File: src/rtl/video2ram.sv
// video2ram: captures the active window of a decoded 24-bit RGB pixel stream
// into the line-buffer RAM using line-stride addressing, and pulses
// starttrigger once enough lines are buffered to release the output side.
// Optional feature: define VIDEO2RAM_TESTPATTERN_EN to replace the captured
// pixel data with 8 vertical colour bars.
module video2ram #(
  parameter int ADDR_BITS          = 15,
  parameter int H_CAPTURE_START    = 260,
  parameter int H_CAPTURE_PIXELS   = 640,
  parameter int V_CAPTURE_START    = 36,
  parameter int V_CAPTURE_LINES    = 480,
  parameter int BUFFER_LINE_LENGTH = 640,
  parameter int RAM_NUMWORDS       = 20480,
  parameter int TRIGGER_LINE       = 16
) (
  input  logic                 clock,
  input  logic                 reset,
  input  logic                 pixel_valid,
  input  logic [23:0]          pixel_in,
  input  logic                 hsync_in,
  input  logic                 vsync_in,
  output logic [ADDR_BITS-1:0] wraddr,
  output logic [23:0]          wrdata,
  output logic                 wren,
  output logic                 starttrigger
);

  typedef enum logic [1:0] {WAIT_VSYNC, VBLANK, ACTIVE, DONE} state_t;

  localparam logic [11:0]          H_LO    = 12'(H_CAPTURE_START);
  localparam logic [11:0]          H_HI    = 12'(H_CAPTURE_START + H_CAPTURE_PIXELS);
  localparam logic [10:0]          V_START = 11'(V_CAPTURE_START);
  localparam logic [11:0]          V_LINES = 12'(V_CAPTURE_LINES);
  localparam logic [11:0]          TRIG    = 12'(TRIGGER_LINE);
  localparam logic [ADDR_BITS-1:0] STRIDE  = ADDR_BITS'(BUFFER_LINE_LENGTH);
  localparam logic [ADDR_BITS-1:0] RAM_END = ADDR_BITS'(RAM_NUMWORDS);
`ifdef VIDEO2RAM_TESTPATTERN_EN
  // Guard against a zero bar width when fewer than 8 pixels are captured.
  localparam logic [9:0] BAR_DIV = 10'((H_CAPTURE_PIXELS / 8 > 0) ? H_CAPTURE_PIXELS / 8 : 1);
`endif

  state_t                 state, state_nxt;
  logic                   hs_q, vs_q;
  logic                   hs_edge, vs_edge;
  logic [11:0]            x, x_nxt;
  logic [10:0]            y, y_nxt;
  logic [ADDR_BITS-1:0]   line_base, base_nxt, base_sum;
  logic [11:0]            lines_done, lines_nxt;
  logic                   wr_nxt, trig_nxt;
  logic [ADDR_BITS-1:0]   addr_nxt;
  logic [23:0]            data_nxt;

  // Counters, edge detection, FSM next state and the write decision for this cycle.
  // x_nxt/base_nxt are the values that belong to the pixel sampled now, so an
  // edge cycle already uses the new line's coordinates.
  always_comb begin
    hs_edge   = pixel_valid & hs_q & ~hsync_in;
    vs_edge   = pixel_valid & vs_q & ~vsync_in;
    x_nxt     = x;
    y_nxt     = y;
    state_nxt = state;
    base_nxt  = line_base;
    lines_nxt = lines_done;
    base_sum  = line_base + STRIDE;
    trig_nxt  = 1'b0;

    if (pixel_valid) begin
      if (hs_edge)       x_nxt = '0;
      else if (x != '1)  x_nxt = x + 12'd1;
    end

    if (vs_edge)                    y_nxt = '0;
    else if (hs_edge && (y != '1))  y_nxt = y + 11'd1;

    if (vs_edge) begin
      state_nxt = VBLANK;
    end else if (hs_edge) begin
      case (state)
        VBLANK: begin
          if (y_nxt == V_START) begin
            state_nxt = ACTIVE;
            base_nxt  = '0;
            lines_nxt = '0;
          end else if (y_nxt == '1) begin
            state_nxt = DONE;
          end
        end
        ACTIVE: begin
          lines_nxt = lines_done + 12'd1;
          base_nxt  = (base_sum == RAM_END) ? '0 : base_sum;
          trig_nxt  = (lines_nxt == TRIG);
          if ((lines_nxt == V_LINES) || (y_nxt == '1)) state_nxt = DONE;
        end
        default: ;
      endcase
    end

    wr_nxt   = pixel_valid && (state_nxt == ACTIVE) && (x_nxt >= H_LO) && (x_nxt < H_HI);
    addr_nxt = base_nxt + ADDR_BITS'(x_nxt - H_LO);
`ifdef VIDEO2RAM_TESTPATTERN_EN
    data_nxt = bar_colour(3'(10'(x_nxt - H_LO) / BAR_DIV));
`else
    data_nxt = pixel_in;
`endif
  end

`ifdef VIDEO2RAM_TESTPATTERN_EN
  function automatic logic [23:0] bar_colour(input logic [2:0] idx);
    return {{8{idx[2]}}, {8{idx[1]}}, {8{idx[0]}}};
  endfunction
`endif

  // FSM state register.
  always_ff @(posedge clock or negedge reset) begin
    if (!reset) state <= WAIT_VSYNC;
    else        state <= state_nxt;
  end

  // Sync history, position counters and line-buffer bookkeeping.
  always_ff @(posedge clock or negedge reset) begin
    if (!reset) begin
      hs_q       <= 1'b1;
      vs_q       <= 1'b1;
      x          <= '0;
      y          <= '0;
      line_base  <= '0;
      lines_done <= '0;
    end else begin
      if (pixel_valid) begin
        hs_q <= hsync_in;
        vs_q <= vsync_in;
      end
      x          <= x_nxt;
      y          <= y_nxt;
      line_base  <= base_nxt;
      lines_done <= lines_nxt;
    end
  end

  // ---- output stage: RAM write port and trigger, one cycle after sampling ----
  always_ff @(posedge clock or negedge reset) begin
    if (!reset) begin
      wren         <= 1'b0;
      starttrigger <= 1'b0;
      wraddr       <= '0;
      wrdata       <= '0;
    end else begin
      wren         <= wr_nxt;
      starttrigger <= trig_nxt;
      if (wr_nxt) begin
        wraddr <= addr_nxt;
        wrdata <= data_nxt;
      end
    end
  end

endmodule

File: config.mk
export PLATFORM = sky130hd
export DESIGN_NAME = video2ram
export DESIGN_NICKNAME = d
export VERILOG_FILES = /design/src/rtl/video2ram.sv
export SDC_FILE = /design/constraint.sdc
export NUM_CORES = 1
export LEC_CHECK = 0
export ABC_AREA = 1
export CELL_PAD_IN_SITES_DETAIL_PLACEMENT = 0
export CELL_PAD_IN_SITES_GLOBAL_PLACEMENT = 2
export CORE_ASPECT_RATIO = 1.5
export CORE_MARGIN = 5
export CORE_UTILIZATION = 32
export DETAILED_ROUTE_END_ITERATION = 10
export MAX_ROUTING_LAYER = met4
export PLACE_DENSITY = 0.88
export SETUP_SLACK_MARGIN = 0.15
export SYNTH_ARGS = -nofsm -noshare
export SYNTH_HDL_FRONTEND = slang
export SYNTH_SLANG_ARGS = --single-unit
File: constraint.sdc
create_clock -name clock -period 4.86 [get_ports clock]
set_input_delay 0.972 -clock clock [delete_from_list [all_inputs] [get_ports clock]]
set_output_delay 0.972 -clock clock [all_outputs]
set_load 0.005 [all_outputs]
==> results of run 1 <==
## synthesized netlist by cell type, types with 3 or more instances
cell,n
clkbuf_1,9
o21ai_0,54
nand3_1,68
inv_2,3
nand4_1,11
nor2_2,4
xnor2_1,14
nor2_1,69
nand3_2,4
nand2_1,241
xor2_1,19
ha_1,24
buf_6,8
a21oi_1,21
inv_1,88
o22ai_1,6
buf_2,3
nor3_1,8
dfrtp_1,93
o21ai_1,12
## flip-flops by register name (all words and copies together) (netlist names)
register / cells
state: 2
wren: 1
starttrigger: 1
hs_q: 1
line_base: 15
wraddr: 15
vs_q: 1
lines_done: 12
y: 11
x: 12
wrdata: 24
## cell usage in the layout, fill, tap and decap left out, drive strengths merged, types with 2 or more instances in the layout
master and instances:
nor4 2, nor2 75, nor3 10, buf 41, dlymetal6s2s 2, o22ai 6
nand3 72, nand2 242, clkinv 3, dfrtp 93, dfstp 2, xnor2 14
nand4 11, a21oi 21, clkdlybuf4s50 66, o21ai 67, and2 2, ha 24
inv 96, clkbuf 9, xor2 19
## where the power goes
part	switching, mW	internal, mW
clock	0.342	0.361
combinational	0.792	0.649
sequential	0.136	0.984
total	1.27	1.99
## final cells by class
cell class | count | area [sq um] | area share (%)
sequential | 95 | 2380 | 33.0
tap | 217 | 272 | 3.76
clock buffer | 9 | 225 | 3.12
inverter | 92 | 345 | 4.78
timing repair buffer | 109 | 1010 | 14.0
clock inverter | 7 | 62.6 | 0.867
multi-input combinational | 574 | 2920 | 40.5
## stage by stage
stage               setup slack [ns]  hold slack (ns)  setup TNS, ns  instance area [sq um]  instances
CTS                            0.219            0.476              0                   7190       1103
finish                         0.660            0.473              0                   7220       1103
global route                   0.159            0.506              0                   7220       1103
detailed placement            -0.117            0.465         -0.146                   6910       1087
global placement             -0.0398            0.455        -0.0398                   6910       1087
floorplan                      0.510            0.449              0                   5780        782
## cells by family after synthesis
| family | after synthesis | synth area share, % |
|---|---|---|
| AND/OR/NAND/NOR | 417 | 30.8 |
| buffers and inverters | 113 | 8.47 |
| flip-flops | 95 | 41.2 |
| AO/OA/AOI/OAI | 99 | 8.99 |
| adder cells (fa/ha/maj) | 25 | 5.54 |
| XOR/XNOR | 33 | 5.00 |
## worst max path at each step
stage,start,depth (start not counted),slack [ns],end
floorplan,pixel_valid,28,0.51,wraddr[14]
global placement,pixel_valid,32,-0.04,wraddr[14]
detailed placement,pixel_valid,32,-0.12,wraddr[14]
CTS,pixel_valid,32,0.22,wraddr[14]
global route,y[1],30,0.16,wraddr[14]
finish,y[1],30,0.66,wraddr[14]
## layer usage
layer	track usage [%]	vias to the layer above
met5	-	-
li1	-	2707
met4	4.49	0
met3	2.56	18
met1	17.1	2377
met2	28.0	80
## critical path, delay by kind of cell, from the launching register on
family                   cells  cell delay, ns
flip-flops                   1            0.39
buffers and inverters        6            0.39
adder cells (fa/ha/maj)      3            0.73
AND/OR/NAND/NOR             18            2.16
AO/OA/AOI/OAI                3            0.44
## what timing repair did
action,in CTS,in global routing
setup endpoints to repair,0,5
hold endpoints to repair,0,0
resized for setup,0,10
==> results.ini, run 1 <==
[outcome]
status = complete, no violations

[routing]
wirelength_um = 14800
drtPass1Iterations = 4
drt-wirelength-per-cell_um = 13.4
antenna_left = 0
vias = 5182
met1_length_um = 6210
wl_met3_um = 425
dr.first_iter.drc_count = 186
route.detailed.drc = 0
routed.top_layer = met4
avgViaCountPerCell = 4.70
route.met2.wl_um = 7860

[power]
vdd_ir_drop_max_mv = 0.243
power.density_nw_per_um2 = 452
total_power_mw = 3.27
cellLeakagePower_nw = 3.65

[sta]
rsz0062_at_grt = false
hold_viol_final = 0
min_period_ns = 4.20
fin_crit_sh_pct = 86.4
fmaxAchievable_ghz = 0.238
worst_pin_slew_ns = 0.676
setup_viol = 0
maxSlewHeadroom_pct = 54.9
finClkSkew_ns = 0.0116
drv_slew = 0

[finish]
area_growth_syn_to_layout_pct = 24.9
fillCellCount = 1887
nNetsFinal = 935
final_util_pct = 40.4
drive_gt1_share_pct = 9.14
antenna_cells = 0

[clocking]
cts_tree = yes
post_cts_buffers = 0
clock_latency_ns = 0.35
root_buffer = clkbuf_16
clockBufferDepth = 2
htreeDepth = 3
cts_buffers = 9
hold_buffers = 0
cts_num_sinks = 95
clk_pin_slew_ns = 0.08

[critical_path]
rr_startpoint = y[1]
ff2ff_path_depth = 30
r2r_end = wraddr[14]
worstPathArrival_ns = 4.49
worst_path_max_delay_cell = dfrtp_1
cp_max_fo = 23
critPathRequiredTime_ns = 5.15
worst-setup-path-type = reg2reg
slowest_delay_ns = 0.39
ff2ff_setup_slack_ns = 0.66
startpoint_type = flip-flop
end_kind = flip-flop

[grt]
grt_max_degree = 52
grt_pass1_vias = 5332
overflow = 0
grt_pass1_wl_um = 25700
grt.total_usage_pct = 15.3
antenna_found_initial = 0

[min_path]
hp-class = reg2reg
worstHoldStart = hs_q
whs_path_depth = 2
min_to = hs_q

[synthesis]
synth.avg_cell_area_sq_um = 7.39
yosysSeqAreaShare_pct = 41.2
post-synth-top-area-cell = dfrtp_1
synth_ff_type = dfrtp_1
yosys_warnings = 0
synthesis.area_sq_um = 5780
synthArstFlopShare_pct = 100
synth.top_cell.area_share_pct = 40.3
synth_seq_cells = 95
ys_types = 39
synth_area_leaders = dfrtp_1 (40%), nand2_1 (16%), nand3_1 (5.9%), inv_1 (5.7%), ha_1 (5.2%)
syn_inst = 782
synth_edf_count = 0
syn_nets = 836

[floorplan]
rows = 60
ios = 70
die_x_um = 120
dieArea_sq_um = 20900
core_area_sq_um = 17900
initial_core_util_pct = 32.3
dieHeight_um = 175

[place]
io_buffers = 69
dp_hpwl_um = 11100
place.gp.congestion = 0.810

[flow_run]
maxCapViolCount = 0

No activity file was read; power rests on OpenSTA's default activity.
==> inputs of run 2 (changes only) <==
- CORE_UTILIZATION: 32 -> 30
- PLACE_DENSITY: 0.88 -> 0.83
==> results.ini, run 2 (synthesis gave the netlist of run 1 again) <==
[outcome]
status = complete, no violations  ; unchanged

[clocking]
post_cts_buffers = 0  ; unchanged
hold_buffers = 0  ; unchanged
cts_tree = yes  ; unchanged
cts_buffers = 9  ; unchanged
clock_latency_ns = 0.35  ; about the same
cts_num_sinks = 95  ; unchanged
clk_pin_slew_ns = 0.07  ; was 0.08 ns
clockBufferDepth = 2  ; unchanged
root_buffer = clkbuf_16  ; unchanged
htreeDepth = 3  ; unchanged
cts_resized = 0  ; unchanged

[floorplan]
dieArea_sq_um = 22200  ; was 20900 sq um
core_area_sq_um = 19100  ; was 17900 sq um
initial_core_util_pct = 30.3  ; was 32.3%
die_x_um = 123  ; was 120 um
rows = 62  ; was 60
ios = 70  ; unchanged
dieHeight_um = 180  ; was 175 um

[place]
io_buffers = 69  ; unchanged
dp_hpwl_um = 11700  ; was 11100 um
place.gp.congestion = 0.811  ; was 0.810
placed_cell_area_sq_um = 6980  ; was 6910 sq um
dp_cells = 1129  ; was 1087

[sta]
timing.setup.tns_ns = 0  ; unchanged
rsz0062_at_grt = false  ; unchanged
worst_pin_slew_ns = 0.550  ; was 0.676 ns
maxSlewHeadroom_pct = 63.3  ; was 54.9%
finClkSkew_ns = 0.0119  ; was 0.0116 ns
whs_ns = 0.468  ; was 0.473 ns
setup_viol = 0  ; unchanged
fin_crit_sh_pct = 89.0  ; was 86.4%
hold_viol_final = 0  ; unchanged
drv_slew = 0  ; unchanged
fmaxAchievable_ghz = 0.231  ; was 0.238 GHz
min_period_ns = 4.33  ; was 4.20 ns

[power]
power.density_nw_per_um2 = 462  ; was 452 nW/um^2
cellLeakagePower_nw = 3.67  ; was 3.65 nW
sw_frac_of_total_pct = 36.7  ; was 38.9%
intPower_mw = 2.15  ; was 1.99 mW
combPwrFrac_pct = 42.5  ; was 44.2%
vdd_ir_drop_max_mv = 0.213  ; was 0.243 mV
switchingPower_mw = 1.25  ; was 1.27 mW
p_clk_share_pct = 24.4  ; was 21.5%
total_power_mw = 3.40  ; was 3.27 mW
seq_power_share_pct = 33.1  ; was 34.3%

[grt]
overflow = 0  ; unchanged
antenna_found_initial = 0  ; unchanged
grt_pass1_wl_um = 26000  ; was 25700 um
grt_max_degree = 41  ; was 52
grt_pass1_vias = 5438  ; was 5332
grt.total_usage_pct = 14.9  ; was 15.3%

[finish]
nNetsFinal = 938  ; was 935
drive_gt1_share_pct = 9.46  ; was 9.14%
largest_register_ffs = 24  ; unchanged
fillCellCount = 2072  ; was 1887
antenna_cells = 0  ; unchanged
regMostFlops = wrdata  ; unchanged
reg_top3 = wrdata x24, line_base x15, wraddr x15  ; unchanged
most-common-layout-cells = nand2_1 (241), dfrtp_1 (93), inv_1 (88)  ; unchanged
area_growth_syn_to_layout_pct = 27.2  ; was 24.9%
fin_cells = 1144  ; was 1103
final_common_cell = nand2_1  ; unchanged
final_area_sq_um = 7350  ; was 7220 sq um

[routing]
antenna_left = 0  ; unchanged
dr.first_iter.drc_count = 132  ; was 186
avgViaCountPerCell = 4.48  ; was 4.70
drtPass1Iterations = 4  ; unchanged
route.detailed.drc = 0  ; unchanged
vias = 5130  ; was 5182
drt-wirelength-per-cell_um = 13.4  ; about the same
wirelength_um = 15300  ; was 14800 um

[critical_path]
end_kind = flip-flop  ; unchanged
slowest_delay_ns = 0.46  ; was 0.39 ns
worst-setup-path-type = in2reg  ; was reg2reg
worstPathArrival_ns = 4.56  ; was 4.49 ns
critPathRequiredTime_ns = 5.10  ; was 5.15 ns
cp_max_fo = 9  ; was 23
worst_path_max_delay_cell = clkdlybuf4s50_1  ; was dfrtp_1
crit_top_cell = nand2_1
startpoint_type = input port  ; was flip-flop

[flow_run]
maxCapViolCount = 0  ; unchanged

[min_path]
hp-class = reg2reg  ; unchanged

run 2: changes by cell type in the layout (fill, tap and decap cells not counted), moves of 2 or more:
cell | before | now
inv_8 | 2 | 0
inv_6 | 3 | 0
bufinv_16 | 0 | 3
buf_4 | 39 | 43
run 2: power groups by stage:
stage / Clock, mW / Sequential, mW / Combinational (mW)
after detailed placement: 0 / 1.13 / 1.45
after floorplan: 0 / 1.12 / 0.885
after global placement: 0 / 1.14 / 1.46
after CTS: 0.852 / 1.13 / 1.47
final: 0.831 / 1.12 / 1.44
after global routing: 0.878 / 1.15 / 1.65
run 2: final cells by class:
class | count | area [sq um] | area share (%)
sequential | 95 | 2380 | 32.4
timing repair buffer | 112 | 1030 | 14.0
tap | 256 | 320 | 4.36
multi-input combinational | 574 | 2930 | 39.9
clock buffer | 10 | 239 | 3.25
clock inverter | 5 | 106 | 1.45
inverter | 92 | 345 | 4.70
run 2: worst max-delay path: cells and delay by family:
kind | cells | cell delay [ns]
AO/OA/AOI/OAI | 6 | 0.85
XOR/XNOR | 1 | 0.16
adder cells (fa/ha/maj) | 1 | 0.32
buffers and inverters | 6 | 1.00
AND/OR/NAND/NOR | 15 | 1.24
run 2: path summary, 6_finish.rpt:
path / slack (ns) / start / to / cells after the start
max in group asynchronous: 3.45 / reset / line_base[13] / 2
min in group asynchronous: 0.60 / reset / wrdata[20] / 1
setup / recovery: 0.53 / hsync_in / wraddr[11] / 29
hold reg to reg: 0.47 / hs_q / hs_q / 2
setup reg to reg: 0.61 / y[0] / wraddr[11] / 29
hold / removal: 0.47 / hs_q / hs_q / 2
run 2: per-stage QoR:
step / utilization, % / setup slack (ns)
2_1_floorplan: - / 0.510
3_3_place_gp: 36.6 / -0.0547
3_5_place_dp: 36.6 / -0.102
4_1_cts: 38.4 / 0.233
5_1_grt: 38.5 / 0.182
6_report: 38.5 / 0.535
run 2: metal layers:
metal	vias to the layer above	global-route usage [%]	share of wire, %
met1	2347	16.1	41
met5	-	-	0
li1	2704	-	-
met3	19	2.04	2.3
met4	0	4.21	1.3
met2	60	27.8	55
